`src/rtl/vga_timing_pkg.sv`:
```
// Shared 640x480@60 raster geometry for the sync generator and pixel renderers.
// Holds default timing, derived totals, sync window bounds and coordinate width.
package vga_timing_pkg;

    localparam int unsigned COORD_W = 10;
    localparam int unsigned DIV_W   = 4;

    localparam int unsigned VGA_DIV       = 4;
    localparam int unsigned VGA_H_DISPLAY = 640;
    localparam int unsigned VGA_H_FP      = 16;
    localparam int unsigned VGA_H_SYNC    = 96;
    localparam int unsigned VGA_H_BP      = 48;
    localparam int unsigned VGA_V_DISPLAY = 480;
    localparam int unsigned VGA_V_FP      = 10;
    localparam int unsigned VGA_V_SYNC    = 2;
    localparam int unsigned VGA_V_BP      = 33;

    localparam int unsigned VGA_H_TOTAL = VGA_H_DISPLAY + VGA_H_FP + VGA_H_SYNC + VGA_H_BP;
    localparam int unsigned VGA_V_TOTAL = VGA_V_DISPLAY + VGA_V_FP + VGA_V_SYNC + VGA_V_BP;

    localparam int unsigned VGA_H_SYNC_START = VGA_H_DISPLAY + VGA_H_FP;
    localparam int unsigned VGA_H_SYNC_END   = VGA_H_SYNC_START + VGA_H_SYNC - 1;
    localparam int unsigned VGA_V_SYNC_START = VGA_V_DISPLAY + VGA_V_FP;
    localparam int unsigned VGA_V_SYNC_END   = VGA_V_SYNC_START + VGA_V_SYNC - 1;

    // Inclusive range test on a raster coordinate.
    function automatic logic in_window(input logic [COORD_W-1:0] c,
                                       input int unsigned lo,
                                       input int unsigned hi);
        return (32'(c) >= lo) && (32'(c) <= hi);
    endfunction

endpackage

```
`src/rtl/pixel_tick_gen.sv`:
```
// Divides clkvga down to the pixel rate; p_tick_o is high on the last cycle
// of each DIV-cycle period (constantly high when DIV is 1).
module pixel_tick_gen
    import vga_timing_pkg::*;
#(
    parameter int unsigned DIV = VGA_DIV
) (
    input  logic clk_i,
    input  logic rst_i,
    output logic p_tick_o
);

    localparam logic [DIV_W-1:0] LAST = DIV_W'(DIV - 1);

    logic [DIV_W-1:0] div_cnt_q, div_cnt_d;

    always_comb begin
        div_cnt_d = (div_cnt_q == LAST) ? '0 : div_cnt_q + DIV_W'(1);
    end

    always_ff @(posedge clk_i or posedge rst_i) begin
        if (rst_i) begin
            div_cnt_q <= '0;
        end else begin
            div_cnt_q <= div_cnt_d;
        end
    end

    assign p_tick_o = (div_cnt_q == LAST);

endmodule

```
`src/rtl/vga_sync_gen.sv`:
```
// VGA raster timing: h/v pixel counters, registered sync/blanking outputs and
// a one-cycle frame_start pulse after the raster wraps to (0,0).
module vga_sync_gen
    import vga_timing_pkg::*;
#(
    parameter int unsigned DIV       = VGA_DIV,
    parameter int unsigned H_DISPLAY = VGA_H_DISPLAY,
    parameter int unsigned H_FP      = VGA_H_FP,
    parameter int unsigned H_SYNC    = VGA_H_SYNC,
    parameter int unsigned H_BP      = VGA_H_BP,
    parameter int unsigned V_DISPLAY = VGA_V_DISPLAY,
    parameter int unsigned V_FP      = VGA_V_FP,
    parameter int unsigned V_SYNC    = VGA_V_SYNC,
    parameter int unsigned V_BP      = VGA_V_BP,
    parameter bit          SYNC_POL  = 1'b0
) (
    input  logic               clkvga,
    input  logic               reset,
    output logic [COORD_W-1:0] x,
    output logic [COORD_W-1:0] y,
    output logic               video_on,
    output logic               hsync,
    output logic               vsync,
    output logic               p_tick,
    output logic               frame_start
);

    localparam int unsigned H_TOTAL  = H_DISPLAY + H_FP + H_SYNC + H_BP;
    localparam int unsigned V_TOTAL  = V_DISPLAY + V_FP + V_SYNC + V_BP;
    localparam int unsigned HS_START = H_DISPLAY + H_FP;
    localparam int unsigned HS_END   = HS_START + H_SYNC - 1;
    localparam int unsigned VS_START = V_DISPLAY + V_FP;
    localparam int unsigned VS_END   = VS_START + V_SYNC - 1;

    localparam logic [COORD_W-1:0] H_LAST = COORD_W'(H_TOTAL - 1);
    localparam logic [COORD_W-1:0] V_LAST = COORD_W'(V_TOTAL - 1);

    logic [COORD_W-1:0] h_q, h_d, v_q, v_d;
    logic               video_q, video_d;
    logic               hsync_q, hsync_d;
    logic               vsync_q, vsync_d;
    logic               frame_q, frame_d;
    logic               h_wrap, v_wrap;

    pixel_tick_gen #(
        .DIV(DIV)
    ) u_tick (
        .clk_i   (clkvga),
        .rst_i   (reset),
        .p_tick_o(p_tick)
    );

    // Outputs are decoded from next-state counters so they switch on the same edge as x/y.
    always_comb begin
        h_wrap = p_tick && (h_q == H_LAST);
        v_wrap = h_wrap && (v_q == V_LAST);
        h_d    = h_q;
        v_d    = v_q;
        if (p_tick) begin
            h_d = h_wrap ? '0 : h_q + COORD_W'(1);
        end
        if (h_wrap) begin
            v_d = v_wrap ? '0 : v_q + COORD_W'(1);
        end
        video_d = (32'(h_d) < H_DISPLAY) && (32'(v_d) < V_DISPLAY);
        hsync_d = in_window(h_d, HS_START, HS_END) ? SYNC_POL : ~SYNC_POL;
        vsync_d = in_window(v_d, VS_START, VS_END) ? SYNC_POL : ~SYNC_POL;
        frame_d = v_wrap;
    end

    always_ff @(posedge clkvga or posedge reset) begin
        if (reset) begin
            h_q     <= '0;
            v_q     <= '0;
            video_q <= 1'b1;
            hsync_q <= ~SYNC_POL;
            vsync_q <= ~SYNC_POL;
            frame_q <= 1'b0;
        end else begin
            h_q     <= h_d;
            v_q     <= v_d;
            video_q <= video_d;
            hsync_q <= hsync_d;
            vsync_q <= vsync_d;
            frame_q <= frame_d;
        end
    end

    assign x           = h_q;
    assign y           = v_q;
    assign video_on    = video_q;
    assign hsync       = hsync_q;
    assign vsync       = vsync_q;
    assign frame_start = frame_q;

endmodule
```
`config.mk`:
```
export PLATFORM = sky130hd
export DESIGN_NAME = vga_sync_gen
export DESIGN_NICKNAME = d
export VERILOG_FILES = /design/src/rtl/vga_timing_pkg.sv /design/src/rtl/pixel_tick_gen.sv /design/src/rtl/vga_sync_gen.sv
export SDC_FILE = /design/constraint.sdc
export NUM_CORES = 1
export LEC_CHECK = 0
export ABC_AREA = 1
export CELL_PAD_IN_SITES_DETAIL_PLACEMENT = 2
export CELL_PAD_IN_SITES_GLOBAL_PLACEMENT = 2
export CORE_ASPECT_RATIO = 0.9
export CORE_MARGIN = 4
export CORE_UTILIZATION = 30
export DETAILED_ROUTE_END_ITERATION = 8
export PLACE_DENSITY_LB_ADDON = 0.1
export SYNTH_ARGS = -nofsm -noshare
export SYNTH_HDL_FRONTEND = slang
export SYNTH_SLANG_ARGS = --single-unit
```
`constraint.sdc`:
```
create_clock -name clkvga -period 1.8 [get_ports clkvga]
set_clock_uncertainty 0.05 [all_clocks]
set_input_delay 0.18 -clock clkvga [delete_from_list [all_inputs] [get_ports clkvga]]
set_output_delay 0.18 -clock clkvga [all_outputs]
set_load 0.1 [all_outputs]
```
# == After elaboration in Yosys (flattened, before gate mapping) ==
# Index checks and enable logic that the tools add are counted.
# classes
n_addsub,3
n_mul,0
div,0
n_lt_le_gt_ge,6
n_eq_ne,3
shifts,0
muxes,7
bitwise,0
reduce_logical,5
# op_table
cell,count
2-to-1 mux 10 bit,4
adder 10 x 1 -> 10 bit (second input constant),2
equality test 10 bit (second input constant),2
>= comparator 10 bit (second input constant),1
>= comparator 10 x 9 -> 1 bit (second input constant),1
less-or-equal comparator 10 bit (second input constant),1
less-or-equal comparator 10 x 9 -> 1 bit (second input constant),1
less-than comparator 10 bit (second input constant),1
less-than comparator 10 x 9 -> 1 bit (second input constant),1
logical AND 1 bit,5
adder 4 x 1 -> 4 bit (second input constant),1
equality test 4 x 2 -> 1 bit (second input constant),1
2-to-1 mux 4 bit,1
2-to-1 mux 1 bit,2
# totals
register_bits,28
latch_bits,0
ram_bits,0
romBits,0
input_bits,2
out_inout_bits,25
n_memories,0

# == Longest topological paths before layout ==
# depth
depth_word,8
depth_mapped,13
depth_no_buf,12

# == By module ==
# A second synthesis with hierarchy kept.
# hier_totals
hier_cells,221
hier_area_um2,1684.1
# modules_own_cells
module,n_inst,cells_each,area_per_inst_um2,seq_area_each_um2
vga_sync_gen,1,200,1498.9,604.3
pixel_tick_gen,1,21,185.2,100.1

# == Least setup slack after synthesis ==
# OpenSTA, ideal clock, no wires.
# synth_path
path_type,register to register
startpoint,"register h_q[0], in the netlist x[0]"
endpoint,"register vsync_q, in the netlist vsync"
setup_ns,0.084
t_arrival_ns,2.373
t_required_ns,1.666
slack_ns,-0.706
stages_incl_launch_ff,11
path_buffers,1
period_less_slack_ns,2.506
cell_sequence,dfrtp_1 -> ha_1 -> nand3_2 -> inv_2 -> nand2_2 -> nor2_8 -> buf_6 -> nand4_2 -> xor2_1 -> nor2_2 -> nand3_1
# synth_between
elab_chain_cells,8
# synth_lines
element,line,text
start: declaration,vga_sync_gen.sv:38,"logic [COORD_W-1:0] h_q, h_d, v_q, v_d;"
start signal: assignment,vga_sync_gen.sv:73,h_q <= '0;
start signal: assignment,vga_sync_gen.sv:80,h_q <= h_d;
equality test 10 bit *,vga_sync_gen.sv:55,h_wrap = p_tick && (h_q == H_LAST);
logical AND 1 bit *,vga_sync_gen.sv:55,
logical AND 1 bit,vga_sync_gen.sv:56,v_wrap = h_wrap && (v_q == V_LAST);
2-to-1 mux 10 bit,vga_sync_gen.sv:63,v_d = v_wrap ? '0 : v_q + COORD_W'(1);
2-to-1 mux 10 bit *,vga_sync_gen.sv:62,if (h_wrap) begin
>= comparator 10 x 9 -> 1 bit or less-or-equal comparator 10 x 9 -> 1 bit (tied branches),vga_timing_pkg.sv:30,return (32'(c) >= lo) && (32'(c) <= hi);
logical AND 1 bit *,vga_timing_pkg.sv:30,
2-to-1 mux 1 bit *,vga_sync_gen.sv:67,"vsync_d = in_window(v_d, VS_START, VS_END) ? SYNC_POL : ~SYNC_POL;"
via vsync_d,vga_sync_gen.sv:41,"logic vsync_q, vsync_d;"
end signal: assignment,vga_sync_gen.sv:77,vsync_q <= ~SYNC_POL;
end signal: assignment,vga_sync_gen.sv:84,vsync_q <= vsync_d;
end: declaration,vga_sync_gen.sv:41,
# Mark *: on every way through the listed nets, which the timed path passes. The rest lies on a longest branch.

# == Final worst setup path ==
# layout_path
startpoint,"register h_q[0], in the netlist x[0]"
endpoint,"register video_q, in the netlist video_on"
# layout_between
elab_chain_cells,7
# layout_lines
element,line,text
branches (longest 6 deep; another with adder 10 x 1 -> 10 bit),--,
logical AND 1 bit *,vga_sync_gen.sv:65,video_d = (32'(h_d) < H_DISPLAY) && (32'(v_d) < V_DISPLAY);
via video_d,vga_sync_gen.sv:39,"logic video_q, video_d;"
end signal: assignment,vga_sync_gen.sv:82,video_q <= video_d;
end: declaration,vga_sync_gen.sv:39,
# Mark *: on every way through the listed nets, which the timed path passes.

==> metrics.yaml <==
floorplanning:
  die_w_um: 85.4
  floorplan.die.height_um: 77.7
  floorplan.die_area_um2: 6640
  design.core.area_um2: 5260
  start_util: 0.308
  boundaryPins: 27
  floorplan.rows: 25
sta:
  slew_headroom: 0.747
  final_hold_violation_count: 0
  worst_slew_pin_slew_ns: 0.379
  setup_ws_ns: -0.165
  setup-tns-final_ns: -0.472
  finalSetupViolations: 3
  fin_crit_ns: 1.97
  timing.final.crit_share: 1.09
  fmax_ghz: 0.509
  setup_repair_after_global_routing_missed_its_margin: "yes"
  finalMaxSlewViolations: 0
  post_route_hold_slack_ns: 0.271
yosys:
  synth.top_cells.by_area: "dfrtp_1, nand2_1, nand3_1, inv_1, dfstp_2"
  netlist_instances: 208
  yosys-top-cells-count: "nand2_1, inv_1, nand3_1"
  syn_area_per_cell_um2: 7.78
  yosysWarnings: 0
  yosys.cell_count.top_type: "nand2_1"
  netlist_area_um2: 1620
  yosysTopAreaCell: "dfrtp_1"
  synth_enable_flop_cells: 0
  ys_seq_area_frac: 0.435
  yosys.area.top_type_share: 0.386
  postSynthRegisterBits: 28
  postSynth.topFlopCell: "dfrtp_1"
  ys_async_sr_fraction: 1.00
  number_of_different_library_cells_in_the_post_synthesis_netlist: 29
  mappedNetlistNets: 214
cts:
  clkLatencyLatePin_ns: 0.28
  cts_tree: "built"
  h-tree-depth: 1
  cts_made_buffers: 3
  clkSinkCount: 28
  postCtsHoldBufs: 0
  cts.reportedPaths.clkPinSlew_ns: 0.10
  clock_tree.root_cell: "clkbuf_8"
  cts.path.max_buffers: 2
worst_setup_path:
  critPathCaptureType: "flop"
  worst_setup_path_startpoint: "x[0]$_DFF_PP0_"
  worst_r2r_startpoint: "x[0]$_DFF_PP0_"
  setup.reg_to_reg.worst_slack_ns: -0.17
  cp_data_required_time_ns: 1.96
  startpoint_type: "flop"
  crit-reg2reg-capture: "video_on$_DFF_PP1_"
  critPathArrivalTime_ns: 2.13
  crit_path_end: "video_on$_DFF_PP1_"
  reg2regPathDepth: 10
  setup.worst_path.class: "flop to flop"
  path_max_fanout: 3
final_layout:
  num_antenna_cells: 0
  finish.net_count: 291
  post_route_cells_drive_above_1_share: 0.570
  final_area_um2: 2840
  final_cell_utilization_of_the_core: 0.540
  fillCellCount: 541
  areaGrowthSynthToFinish_pct: 75.1
drt:
  drt-initial-drc-count: 107
  drc_errors: 0
  drt_first_pass_iters: 4
  via_per_inst: 5.13
  dr_total_vias: 1800
  detail-route-antenna-nets: 0
  postRouteWirelength_um: 8880
  route.detailed.wl_per_inst_um: 25.3
grt:
  grt_pass1_wl_um: 11000
  grt_antenna_before_repair: 0
  first_global_vias: 2018
  grt_max_degree: 29
  grtUsageTotal: 0.218
  global_route.overflow_total: 0
power_and_ir_drop:
  power_density_over_the_cells_nw_per_um2: 373
  p_leak_uw: 0.00133
  ir_drop_mv: 0.414
outcome:
  failed_checks: "setup timing"
  run_status: "finished with violations"
placement:
  placement.io_buffers: 26
  placement.setup.worst_slack_ns: -0.208
  routabilityCongestion: 0.876
  place_area_um2: 2430
  dp_hpwl_um: 4900
flow_run:
  maxCapViolCount: 0
worst_hold_path:
  min_path_type: "input port to async pin"
## through the flow
step,total power (uW),std cells
2_1_floorplan,650,208
3_3_place_gp,658,331
3_5_place_dp,659,331
4_1_cts,1070,343
5_1_grt,1090,351
6_report,1060,351
## report_power, final
| group | internal, uW | switching (uW) |
|---|---|---|
| clock | 197 | 215 |
| combinational | 3.51 | 13.5 |
| sequential | 629 | 0 |
## critical path: stages (launching register included)
cell and delay, ns:
dfrtp_4 0.44, ha_4 0.15, nand3_4 0.11, inv_4 0.10, nand4_1 0.22, nor2_1 0.18
o21ai_1 0.09, buf_4 0.16, nand3_1 0.13, nand3_1 0.10, nor2_1 0.14
## flip-flops by register name (all words and copies together), names as in the netlist
| signal | cells |
|---|---|
| x | 10 |
| u_tick.div_cnt_q | 4 |
| y | 10 |
| vsync | 1 |
| hsync | 1 |
| video_on | 1 |
| frame_start | 1 |
## layout make-up
type,instances,area [um2],share of cell area
sequential,28,733,0.259
inverter,35,136,0.0481
multi-input combinational,143,1010,0.355
timing repair buffer,74,820,0.289
clock buffer,4,55.1,0.0194
tap,67,83.8,0.0296
## how the worst min path moves through the flow
stage                                        startpoint                             to  slack (ns)  cells after the start
after global routing                              reset                 y[0]$_DFF_PP0_        0.30                      3
after floorplan                                   reset          frame_start$_DFF_PP0_        0.19                      1
after CTS                                         reset          frame_start$_DFF_PP0_        0.23                      3
after detailed placement  u_tick.div_cnt_q[1]$_DFF_PP0_  u_tick.div_cnt_q[1]$_DFF_PP0_        0.45                      1
after global placement    u_tick.div_cnt_q[1]$_DFF_PP0_  u_tick.div_cnt_q[1]$_DFF_PP0_        0.43                      1
final                                             reset          frame_start$_DFF_PP0_        0.27                      3
## placed cells by master, fill, tap and decap left out, drive strengths merged, types with 4 or more instances in the layout
cell type,instances
dfrtp,25
nand2,49
nand3,31
nand4,8
inv,35
o21ai,10
ha,4
clkbuf,4
buf,73
nor2,28
## per-layer routing
layer  GRT usage  wire length (um)
met1       0.272              3780
met5           0                 0
met2       0.407              4630
met4      0.0206               211
met3      0.0308               264
## cell families after synthesis
kind of cell,count (synthesis),synth area share
xor+xnor,5,0.0317
buf+inv,37,0.0912
fa+ha+maj,4,0.0309
flops,28,0.435
compound gates,14,0.0479
simple gates,120,0.363
## what timing repair did
| item | in CTS | in global routing |
|---|---|---|
| setup buffers | 8 | 8 |
| pin swaps | 18 | 14 |
| endpoints found under the hold margin | 0 | 0 |
| gates resized for setup | 32 | 32 |
| endpoints found under the setup margin | 4 | 8 |
Power figures use the tool's default switching activity.
